==> src/rtl/pmp_serial_checker.sv <==
// Serial PMP checker: walks PMP entries one per cycle, stops at the first
// overlapping region and returns an allow/deny decision over valid/ready.

module tor (
  input  logic [31:0] addr_n_1,
  input  logic [31:0] addr_n,
  input  logic [32:0] acc_lo,
  input  logic [32:0] acc_hi,
  output logic        full,
  output logic        partial
);
  logic [32:0] lo, hi;
  logic        nonempty, overlap;

  assign lo       = {1'b0, addr_n_1};
  assign hi       = {1'b0, addr_n};
  assign nonempty = lo < hi;
  assign full     = nonempty && (acc_lo >= lo) && (acc_hi <= hi);
  assign overlap  = nonempty && (acc_lo < hi) && (acc_hi > lo);
  assign partial  = overlap && !full;
endmodule

==> config.mk <==
export PLATFORM = sky130hd
export DESIGN_NAME = tor
export DESIGN_NICKNAME = d
export VERILOG_FILES = /design/src/rtl/pmp_serial_checker.sv
export SDC_FILE = /design/constraint.sdc
export NUM_CORES = 1
export LEC_CHECK = 0
export ABC_AREA = 1
export ABC_CLOCK_PERIOD_IN_PS = 4700
export CORE_ASPECT_RATIO = 1.4
export CORE_MARGIN = 4
export CORE_UTILIZATION = 44
export DETAILED_ROUTE_END_ITERATION = 8
export GPL_TIMING_DRIVEN = 0
export MAX_ROUTING_LAYER = met4
export PLACE_DENSITY = 0.77
export SLEW_MARGIN = 20
export SYNTH_ARGS = -nofsm -noshare
export SYNTH_HDL_FRONTEND = slang
export SYNTH_SLANG_ARGS = --single-unit
==> constraint.sdc <==
create_clock -name vclk -period 4.7
set_input_delay 0.705 -clock vclk [all_inputs]
set_output_delay 0.705 -clock vclk [all_outputs]
set_load 0.005 [all_outputs]
==> results.yml <==
status:
  status: "complete, no violations"
yosys:
  yosys_warnings: 0
  synthTopCellsByArea: "ha_1, nand2_1, inv_1"
  synth_cells: 650
  yosys.area.top_type: "ha_1"
  ys_types: 24
  synth-simple-area-share: 0.298
  synth_top_family_by_area: "adder cells"
  seq_area_frac_synth: 0
  syn_area_per_cell_um2: 6.29
  synthXorXnorAreaFrac: 0
  synth_nets: 938
  synthMuxAreaShare: 0
  yosys.area_share.adder: 0.483
  synth_top_area_share: 0.483
  synth_compound_area_frac: 0.114
  synth_area_um2: 4090
routing:
  first_pass_iters: 4
  ant_nets: 0
  dr_total_vias: 4503
  drt_wl_total_um: 13200
  avgRoutedWirePerCell_um: 14.9
  drt_iter0_drc: 116
  drcViolationCount: 0
  viasPerCell: 5.07
timing:
  relSlewSlack: 0.712
  setup_viol: 0
  worst_hold_slack_ns: 2.73
  tightest_slew_ns: 0.429
  fin_crit_sh: 0.856
  period_needed_ns: 4.02
  max_freq_mhz: 249
  postLayoutSetupSlackWorst_ns: 0.679
  final_max_slew_viol_count: 0
  rsz0062_at_grt: "no"
  hold_viol: 0
  tns_ns: 0
global_route:
  antenna_found_initial: 0
  grt.total_usage: 0.248
  grt_pass1_wl_um: 20700
  grt_max_degree: 6
  overflow: 0
  grt_pass1_vias: 4616
floorplanning:
  dieHeight_um: 122
  die_area_um2: 10900
  io_pins: 132
  start_util: 0.453
  coreArea_um2: 9030
  rows: 41
  die_w_um: 89.5
cells_and_area:
  drive_gt1_frac: 0.0141
  multiInputGateArea_um2: 3660
  fillers: 865
  syn_to_final_growth_pct: 35.6
  finish.utilization: 0.614
  seq_cells: 0
  clkbuf_count: 0
  seq_area_um2: 0
  final_cells: 889
  fin_nets: 1072
  antenna_cells: 0
worst_setup_path:
  max_stage_delay_ns: 0.45
  cp_data_required_time_ns: 3.99
  worstSetupEndpointType: "primary output"
  arrival_ns: 3.32
  crit_fanout: 3
  critPathSlowestCell: "clkdlybuf4s50_1"
  cp-start-kind: "primary input"
  worstPathCellList: "clkdlybuf4s50_1, inv_1, ha_1, nand2_1, inv_1, nand3_1, nor3_1, nand2_1, nor3_1, a21oi_1, nor2b_1, clkdlybuf4s50_1"
  critPathKind: "in -> out"
placement:
  dpl.cell_count: 889
  post-place-ws_ns: 0.575
  post-dp-hpwl_um: 12400
  io_buffers: 132
  gp_congestion: 0.889
pwr:
  irDropWorstVdd_uv: 52.1
  powerDensity_nw_per_um2: 85.9
  p_leak_nw: 3.06
cts:
  cts_setup_buffers: 0
  ctsHoldBuffers: 0
  cts_resized: 0
job:
  cap_violations: 0
worst_hold_path:
  min_path_type: "in -> out"
## area by class of cell
| type | count | share of cell area |
|---|---|---|
| Timing Repair Buffer | 132 | 0.238 |
| Tap cell | 107 | 0.0241 |
| Multi-Input combinational cell | 536 | 0.661 |
| Inverter | 114 | 0.0771 |
## where the power goes
| part | switching, W | internal [W] | total, W |
|---|---|---|---|
| sequential | 0 | 0 | 0 |
| combinational | 0.000244 | 0.000233 | 0.000477 |
| clock | 0 | 0 | 0 |
| total | 0.000244 | 0.000233 | 0.000477 |
## through the flow
| stage | cell area (um2) | total power (W) |
|---|---|---|
| finish | 5550 | 0.000477 |
| global route | 5550 | 0.000547 |
| CTS | 5550 | 0.000480 |
| detailed placement | 5550 | 0.000476 |
| global placement | 5550 | 0.000462 |
| floorplan | 4090 | 0.000261 |
## placed cells by master, fill, tap and decap left out
cell type / instances
o21ai_0: 15
nand2_1: 172
nor3_2: 2
a21boi_0: 1
nor2_4: 1
nand3_1: 28
clkdlybuf4s50_1: 132
or2_0: 1
inv_1: 111
nor3_1: 12
nand2_2: 3
nand3b_1: 2
ha_1: 158
o21bai_1: 1
a211oi_1: 1
a21o_1: 2
nor2b_1: 1
nor2_2: 1
nor2_1: 54
a31oi_1: 1
inv_2: 3
nand4_1: 12
nor4_2: 1
a21oi_1: 62
o21a_1: 5
## cells in the mapped netlist
cell type  instances
nand2_1          172
ha_1             158
inv_1            111
a21oi_1           62
nor2_1            54
nand3_1           28
o21ai_0           15
nand4_1           12
nor3_1            12
o21a_1             5
inv_2              3
nand2_2            3
a21o_1             2
nand3b_1           2
nor3_2             2
a211oi_1           1
a21boi_0           1
a31oi_1            1
nor2_2             1
nor2_4             1
nor2b_1            1
nor4_2             1
o21bai_1           1
or2_0              1
## kinds of logic after synthesis
| kind of cell | count (synthesis) |
|---|---|
| buffers and inverters | 114 |
| AND/OR/NAND/NOR | 290 |
| AO/OA/AOI/OAI | 88 |
| adder cells (fa/ha/maj) | 158 |
## final timing paths
kind	from	end	slack, ns	depth (start not counted)
worst max-delay path	addr_n[31]	full	0.68	12
worst min-delay path	acc_lo[32]	partial	2.73	9
## worst max-delay path: cells and delay by family
kind / cells / cell delay, ns
adders and majority gates: 1 / 0.30
AOI/OAI and AO/OA: 1 / 0.15
buffers and inverters: 4 / 1.05
and+or+nand+nor: 6 / 1.12
## per-layer routing
| layer | global-route usage | vias to the layer above | routed length [um] |
|---|---|---|---|
| met2 | 0.514 | 92 | 7640 |
| met3 | 0.00338 | 12 | 371 |
| li1 | - | 2437 | - |
| met5 | - | - | 0 |
| met4 | 0.0410 | 0 | 282 |
| met1 | 0.250 | 1962 | 4930 |
No activity file was read; power rests on OpenSTA's default activity.
